<file path="src/rtl/ddr_pkg.sv">
// rtl/ddr_pkg.sv - shared controller request types
//
// Purpose: request encoding used on the controller command-entry port.
// Ports:   none (package).
package ddr_pkg;

  // Auto-precharge variants first so the idle/reset encoding is all zeros.
  typedef enum logic [1:0] {
    WRA_R = 2'd0,
    RDA_R = 2'd1,
    WR_R  = 2'd2,
    RD_R  = 2'd3
  } request_t;

endpackage

</file>
<file path="src/rtl/ddr_tg_pkg.sv">
// rtl/ddr_tg_pkg.sv - types and constants for the DDR traffic generator
//
// Purpose: FSM state, address-mode and request-mix enums, LFSR taps and a
//          write-classification helper shared by the traffic generator.
// Ports:   none (package).
package ddr_tg_pkg;
  import ddr_pkg::*;

  typedef enum logic [1:0] {
    S_IDLE      = 2'd0,
    S_WAIT_BUSY = 2'd1,
    S_ISSUE     = 2'd2,
    S_GAP       = 2'd3
  } tg_state_t;

  typedef enum logic [1:0] {
    MODE_FIXED = 2'd0,
    MODE_SEQ   = 2'd1,
    MODE_LFSR  = 2'd2,
    MODE_RSVD  = 2'd3
  } tg_mode_t;

  typedef enum logic [1:0] {
    MIX_WRA    = 2'd0,
    MIX_RDA    = 2'd1,
    MIX_ALT_AP = 2'd2,
    MIX_ALT    = 2'd3
  } tg_mix_t;

  // Galois (right-shift) feedback mask: x^32 + x^22 + x^2 + x + 1.
  localparam logic [31:0] LFSR_TAPS = 32'h8020_0003;

  function automatic logic is_write(input request_t r);
    return (r == WRA_R) || (r == WR_R);
  endfunction

endpackage

</file>
<file path="src/rtl/ddr_tg_lfsr.sv">
// rtl/ddr_tg_lfsr.sv - 32-bit Galois LFSR address source
//
// Purpose: pseudo-random address generator, steps once per advance pulse.
// Ports:
//   clk     in  : clock, posedge
//   rst_n   in  : asynchronous active-low reset, loads SEED
//   advance in  : step the register by one position this cycle
//   value   out : current LFSR contents
module ddr_tg_lfsr
  import ddr_tg_pkg::*;
#(
  parameter logic [31:0] SEED = 32'hACE1_0001
) (
  input  logic        clk,
  input  logic        rst_n,
  input  logic        advance,
  output logic [31:0] value
);

  always_ff @(posedge clk or negedge rst_n) begin
    if (!rst_n) begin
      value <= SEED;
    end else if (advance) begin
      value <= (value >> 1) ^ (value[0] ? LFSR_TAPS : 32'h0);
    end
  end

endmodule

</file>
<file path="src/rtl/ddr_traffic_gen.sv">
// rtl/ddr_traffic_gen.sv - programmable read/write request generator
//
// Purpose: issues NUM_REQ requests into the controller command-entry port
//          with a fixed, sequential or LFSR address pattern, a selectable
//          read/write mix and at least GAP idle cycles between requests,
//          waiting while the controller reports busy.
// Build option: DDR_TG_LFSR_EN enables the LFSR address mode; without it
//          mode 2 behaves as sequential and no LFSR is built.
// Ports:
//   CK_t      in  : clock, posedge
//   reset_n   in  : asynchronous active-low reset
//   start     in  : begin a run (accepted only when idle)
//   mode      in  : 0 fixed, 1 sequential, 2 LFSR, 3 fixed
//   mix       in  : 0 WRA, 1 RDA, 2 WRA/RDA pairs, 3 WR/RD pairs
//   base_addr in  : first address
//   stride    in  : sequential increment
//   busy      in  : controller cannot accept a command
//   cmd_rdy   out : one-cycle command-valid pulse
//   log_addr  out : request address, held until the next issue
//   request   out : request type, held until the next issue
//   active    out : run in progress (through the done cycle)
//   done      out : one-cycle pulse after the final gap
//   wr_cnt    out : writes issued this run, saturating
//   rd_cnt    out : reads issued this run, saturating
module ddr_traffic_gen
  import ddr_pkg::*;
  import ddr_tg_pkg::*;
#(
  parameter int          ADDR_W    = 40,
  parameter int          NUM_REQ   = 16,
  parameter int          GAP       = 8,
  parameter int          CNT_W     = 16,
  parameter logic [31:0] LFSR_SEED = 32'hACE1_0001
) (
  input  logic              CK_t,
  input  logic              reset_n,
  input  logic              start,
  input  logic [1:0]        mode,
  input  logic [1:0]        mix,
  input  logic [ADDR_W-1:0] base_addr,
  input  logic [ADDR_W-1:0] stride,
  input  logic              busy,
  output logic              cmd_rdy,
  output logic [ADDR_W-1:0] log_addr,
  output request_t          request,
  output logic              active,
  output logic              done,
  output logic [CNT_W-1:0]  wr_cnt,
  output logic [CNT_W-1:0]  rd_cnt
);

  localparam int ISS_W = $clog2(NUM_REQ + 1);
  localparam int GAP_W = (GAP < 2) ? 1 : $clog2(GAP);
  localparam logic [ISS_W-1:0] LAST_IDX  = ISS_W'(NUM_REQ - 1);
  localparam logic [ISS_W-1:0] ALL_REQ   = ISS_W'(NUM_REQ);
  localparam logic [GAP_W-1:0] GAP_LAST  = GAP_W'((GAP > 0) ? GAP - 1 : 0);

  if (NUM_REQ < 1) begin : g_chk_num
    $error("ddr_traffic_gen: NUM_REQ must be at least 1");
  end
  if (LFSR_SEED == 32'h0) begin : g_chk_seed
    $error("ddr_traffic_gen: LFSR_SEED must be nonzero");
  end

  tg_state_t         state_q, state_d;
  tg_mode_t          mode_q, mode_in;
  tg_mix_t           mix_q;
  logic [ADDR_W-1:0] stride_q;
  logic [ADDR_W-1:0] addr_ptr_q;
  logic              phase_q;     // 0: write half of a pair, 1: read half
  logic [ISS_W-1:0]  issued_q;
  logic [GAP_W-1:0]  gap_q;
  logic              done_q, done_d;
  logic              launch;
  logic              advance;     // address moves on after this request
  logic [ADDR_W-1:0] next_addr;
  request_t          next_req;

  // A start arriving in the done cycle is still inside the run and is dropped.
  assign launch = (state_q == S_IDLE) && start && !done_q;

  // Pair mixes share one address across write+read, so advance after the read.
  assign advance = (mix_q == MIX_WRA) || (mix_q == MIX_RDA) || phase_q;

  always_comb begin
    mode_in = tg_mode_t'(mode);
    if (mode_in == MODE_RSVD) mode_in = MODE_FIXED;
`ifndef DDR_TG_LFSR_EN
    if (mode_in == MODE_LFSR) mode_in = MODE_SEQ;
`endif
  end

`ifdef DDR_TG_LFSR_EN
  logic [31:0] lfsr_val;
  logic        lfsr_adv;

  assign lfsr_adv = (state_q == S_ISSUE) && advance && (mode_q == MODE_LFSR);

  ddr_tg_lfsr #(
    .SEED    (LFSR_SEED)
  ) u_lfsr (
    .clk     (CK_t),
    .rst_n   (reset_n),
    .advance (lfsr_adv),
    .value   (lfsr_val)
  );
`endif

  always_comb begin
    next_addr = addr_ptr_q;
`ifdef DDR_TG_LFSR_EN
    if (mode_q == MODE_LFSR) next_addr = ADDR_W'(lfsr_val);
`endif
  end

  always_comb begin
    next_req = WRA_R;
    case (mix_q)
      MIX_WRA:    next_req = WRA_R;
      MIX_RDA:    next_req = RDA_R;
      MIX_ALT_AP: next_req = phase_q ? RDA_R : WRA_R;
      default:    next_req = phase_q ? RD_R : WR_R;
    endcase
  end

  always_comb begin
    state_d = state_q;
    done_d  = 1'b0;
    cmd_rdy = (state_q == S_ISSUE);
    active  = (state_q != S_IDLE) || done_q;
    case (state_q)
      S_IDLE: begin
        if (launch) state_d = S_WAIT_BUSY;
      end
      S_WAIT_BUSY: begin
        if (!busy) state_d = S_ISSUE;
      end
      S_ISSUE: begin
        if (GAP > 0) begin
          state_d = S_GAP;
        end else if (issued_q == LAST_IDX) begin
          state_d = S_IDLE;
          done_d  = 1'b1;
        end else begin
          state_d = S_WAIT_BUSY;
        end
      end
      default: begin
        if (gap_q == GAP_LAST) begin
          if (issued_q == ALL_REQ) begin
            state_d = S_IDLE;
            done_d  = 1'b1;
          end else begin
            state_d = S_WAIT_BUSY;
          end
        end
      end
    endcase
  end

  assign done = done_q;

  always_ff @(posedge CK_t or negedge reset_n) begin
    if (!reset_n) begin
      state_q    <= S_IDLE;
      mode_q     <= MODE_FIXED;
      mix_q      <= MIX_WRA;
      stride_q   <= '0;
      addr_ptr_q <= '0;
      phase_q    <= 1'b0;
      issued_q   <= '0;
      gap_q      <= '0;
      done_q     <= 1'b0;
      log_addr   <= '0;
      request    <= WRA_R;
      wr_cnt     <= '0;
      rd_cnt     <= '0;
    end else begin
      state_q <= state_d;
      done_q  <= done_d;
      case (state_q)
        S_IDLE: begin
          if (launch) begin
            mode_q     <= mode_in;
            mix_q      <= tg_mix_t'(mix);
            stride_q   <= stride;
            addr_ptr_q <= base_addr;
            phase_q    <= 1'b0;
            issued_q   <= '0;
            wr_cnt     <= '0;
            rd_cnt     <= '0;
          end
        end
        S_WAIT_BUSY: begin
          // Load the outputs on the way into ISSUE so they are valid with cmd_rdy.
          if (!busy) begin
            log_addr <= next_addr;
            request  <= next_req;
          end
        end
        S_ISSUE: begin
          issued_q <= issued_q + ISS_W'(1);
          gap_q    <= '0;
          if (is_write(request)) begin
            if (wr_cnt != '1) wr_cnt <= wr_cnt + CNT_W'(1);
          end else begin
            if (rd_cnt != '1) rd_cnt <= rd_cnt + CNT_W'(1);
          end
          if ((mix_q == MIX_ALT_AP) || (mix_q == MIX_ALT)) phase_q <= !phase_q;
          if (advance && (mode_q == MODE_SEQ)) addr_ptr_q <= addr_ptr_q + stride_q;
        end
        default: begin
          gap_q <= gap_q + GAP_W'(1);
        end
      endcase
    end
  end

endmodule

</file>
<file path="config.mk">
export PLATFORM = sky130hd
export DESIGN_NAME = ddr_traffic_gen
export DESIGN_NICKNAME = d
export VERILOG_FILES = /design/src/rtl/ddr_pkg.sv /design/src/rtl/ddr_tg_pkg.sv /design/src/rtl/ddr_tg_lfsr.sv /design/src/rtl/ddr_traffic_gen.sv
export SDC_FILE = /design/constraint.sdc
export NUM_CORES = 1
export LEC_CHECK = 0
export ABC_AREA = 1
export CAP_MARGIN = 20
export CORE_UTILIZATION = 50
export CTS_CLUSTER_DIAMETER = 120
export DETAILED_ROUTE_END_ITERATION = 10
export GPL_TIMING_DRIVEN = 0
export PLACE_DENSITY = 0.73
export SKIP_CTS_REPAIR_TIMING = 1
export SLEW_MARGIN = 10
export SYNTH_ARGS = -nofsm -noshare
export SYNTH_HDL_FRONTEND = slang
export SYNTH_SLANG_ARGS = --single-unit
</file>
<file path="constraint.sdc">
create_clock -name CK_t -period 2.7 [get_ports CK_t]
set_input_delay 0.27 -clock CK_t [delete_from_list [all_inputs] [get_ports CK_t]]
set_output_delay 0.27 -clock CK_t [all_outputs]
set_load 0.03 [all_outputs]
</file>
==> results.cfg <==
[outcome]
outcome = completed

[cts]
cts_tree = yes
cts.sinks = 170
clk_path_buf_depth = 2
cts_made_buffers = 17
h-tree-depth = 4
worstSkewPairLatency_ns = 0.44
clk_pin_slew_ns = 0.08
cts_root_buf = clkbuf_16

[logic_synthesis]
synthDistinctLibCells = 40
synthTopCellsByCount = nand2_1 (590), inv_1 (187), dfrtp_1 (170), nor2_1 (166), o21ai_0 (82)
synthTopCellsByArea = dfrtp_1 (40%), nand2_1 (21%), inv_1 (6.7%), ha_1 (6.1%), nor2_1 (5.9%)
syn_area_um2 = 10500
ys_warn_count = 0
synth_async_sr_flop_share_pct = 100
synth_top_area_share_pct = 40.4
avgSynthCellArea_um2 = 6.87
synth_flop_cell = dfrtp_1
yosysSeqAreaShare_pct = 40.4
syn_nets = 1670
yosys.area.top_type = dfrtp_1
netlist_instances = 1530
synth_edf_count = 0
yosys_register_bits = 170
yosysMostFrequentCell = nand2_1

[finish]
layout.nets = 1855
n_fill_cell = 1921
drive_above_1_share_pct = 3.82
antenna_cells = 0
final_area_um2 = 13100
area_growth_pct = 24.7

[power]
p_seq_share_pct = 25.2
p_switching_uw = 8750
p_per_area_nw_per_um2 = 1300
clockPowerShare_pct = 14.2
combinationalPowerShare_pct = 60.6
internal_power_uw = 8320
netSwitchingFraction_pct = 51.3
ir_worst_vdd_mv = 0.696
finalPower_uw = 17100
leakagePower_uw = 0.00667

[detailed_routing]
via_per_inst = 5.14
drtAntennaViolNets = 0
routedWlPerCell_um = 15.7
drtPass1Iterations = 7
drc_errors = 0
totalWireLength_um = 31300
via_count = 10300
drtIter0Drc = 644

[setup_path]
r2r-end = addr_ptr_q[19]
end_kind = register
reg2reg_depth = 14
crit_required_ns = 3.06
critPathMostFrequentCell = inv_2
worstPathMaxFanout = 10
slowest_delay_ns = 0.42
cp_num_buf_inv = 7
path_cells = inv_1 -> ha_2 -> nand3_4 -> inv_6 -> nor2_1 -> inv_2 -> nand2_4 -> inv_4 -> nand2_2 -> inv_2 -> buf_6 -> buf_8 -> o21ai_1 -> o22ai_2
r2r_start = state_q[0]
r2r_slack_ns = 0.15
start_kind = register
slowest_stage = dfrtp_1
worst_ep_arrival_time_ns = 2.90
cp_top_family = buffers and inverters
critical_path_class = reg2reg

[global_routing]
grt_pass1_wl_um = 50800
grt_pass1_vias = 9863
grt_max_degree = 100
met2_usage_pct = 48.7
met1_usage_pct = 41.7
grt_usage_pct = 30.1
busiest_layer = met2
antenna_found_initial = 0
use_met3_pct = 5.65
grt_overflow = 0

[run]
drv_cap = 0

[timing]
fmax_ghz = 0.393
skew_ns = 0.0167
finalHoldViolations = 0
setup_viol = 0
min_period_ns = 2.55
slew_headroom_pct = 50.6
setup_slack_ns = 0.154
tightest_slew_ns = 0.741
fin_crit_sh_pct = 94.3
rsz0062_at_grt = no
slew_violations = 0

[hold_path]
hp-class = in2reg
worstHoldStart = stride[27]
holdPathStages = 3
hold_end = stride_q[27]

[floorplan]
ios = 165
chipHeight_um = 147
rows = 52
core_um2 = 20400
die-area_um2 = 21600
die_w_um = 147
initial_utilization_pct = 51.5

[placement]
dp_slack_ns = -0.0117
dpl_cell_area_um2 = 12500
numPortBuffers = 164
gp_congestion = 0.976
dp_hpwl_um = 24100
## layout make-up
type	count	area [um2]	area share, %
well taps	270	338	2.58
plain buffers	39	181	1.38
multi-input cells	1128	5360	40.9
clock buffers	18	439	3.35
inverters	193	732	5.58
flip-flops and latches	170	4250	32.4
clock inverters	14	128	0.973
repair buffers	166	1680	12.8
## placed cells by master (no fill, tap or decap), drive strengths merged, types with 2 or more instances in the layout
| cell | Yosys | final |
|---|---|---|
| and3 | 2 | 2 |
| a31oi | 2 | 2 |
| nor3 | 19 | 19 |
| a22oi | 2 | 2 |
| inv | 192 | 200 |
| dfrtp | 170 | 170 |
| clkinvlp | 0 | 3 |
| a21oi | 53 | 53 |
| nand3b | 3 | 3 |
| xor2 | 19 | 19 |
| o21bai | 2 | 2 |
| o21ai | 86 | 86 |
| clkdlybuf4s50 | 0 | 163 |
| o31ai | 12 | 12 |
| nand4 | 8 | 8 |
| clkbuf | 26 | 45 |
| nand2 | 593 | 593 |
| or2 | 2 | 2 |
| nor2 | 167 | 167 |
| clkinv | 1 | 4 |
| xnor2 | 10 | 10 |
| buf | 13 | 14 |
| o22ai | 7 | 7 |
| o211ai | 9 | 9 |
| ha | 51 | 51 |
| nand3 | 79 | 79 |
## power by group through the flow
stage	Clock (uW)	Sequential [uW]	Combinational [uW]
5_1_grt	2550	4420	11500
4_1_cts	2450	4290	10200
3_3_place_gp	0	4300	9980
3_5_place_dp	0	4310	10200
6_report	2420	4310	10300
2_1_floorplan	0	4720	6530
## worst reg2reg max path: stages, from the launching register on
cell	delay, ns
dfrtp_1	0.42
inv_1	0.11
ha_2	0.28
nand3_4	0.22
inv_6	0.22
nor2_1	0.09
inv_2	0.14
nand2_4	0.08
inv_4	0.09
nand2_2	0.14
inv_2	0.10
buf_6	0.16
buf_8	0.16
o21ai_1	0.12
o22ai_2	0.14
## registers in the layout (all words and copies together), names as in the netlist
| register | cells |
|---|---|
| log_addr | 40 |
| rd_cnt | 16 |
| mix_q | 2 |
| addr_ptr_q | 40 |
| mode_q | 2 |
| phase_q | 1 |
| stride_q | 40 |
| issued_q | 5 |
| wr_cnt | 16 |
| done | 1 |
| state_q | 2 |
| gap_q | 3 |
| request | 2 |
## metrics by stage
step / utilization (%) / hold slack (ns) / cells / setup TNS, ns
2_1_floorplan: - / -0.0256 / 1530 / 0
3_3_place_gp: 61.2 / 0.456 / 1964 / -952.32
3_5_place_dp: 61.3 / 0.266 / 1965 / -0.0117
4_1_cts: 64.1 / -0.202 / 1997 / -0.0586
5_1_grt: 64.2 / 0.365 / 1998 / 0
6_report: 64.2 / 0.358 / 1998 / 0
## routing by layer
layer  vias to the layer above  part of all wire [%]
met1                      4742                    46
li1                       5161                     -
met2                       331                    46
met5                         -                     0
met3                        35                   6.2
met4                         0                   1.6
## worst max path at each step
stage | from | to | slack (ns) | depth (start not counted)
2_1_floorplan | state_q[0] | wr_cnt[8] | 0.67 | 10
3_3_place_gp | reset_n | log_addr[28] | -5.62 | 1
3_5_place_dp | state_q[1] | log_addr[19] | -0.01 | 8
4_1_cts | state_q[1] | log_addr[19] | -0.02 | 8
5_1_grt | state_q[1] | addr_ptr_q[19] | 0.002 | 14
6_report | state_q[0] | addr_ptr_q[19] | 0.15 | 14
## logic make-up (layout without fill, tap and decap cells)
| family | count (synthesis) | in the layout | share of synthesized area (%) |
|---|---|---|---|
| AO/OA/AOI/OAI | 173 | 173 | 9.15 |
| XOR/XNOR | 29 | 29 | 2.41 |
| buffers and inverters | 232 | 430 | 8.65 |
| adder cells (fa/ha/maj) | 52 | 52 | 6.26 |
| flip-flops | 170 | 170 | 40.4 |
| AND/OR/NAND/NOR | 874 | 874 | 33.1 |
Note: power is estimated with default switching activity, not from simulation.
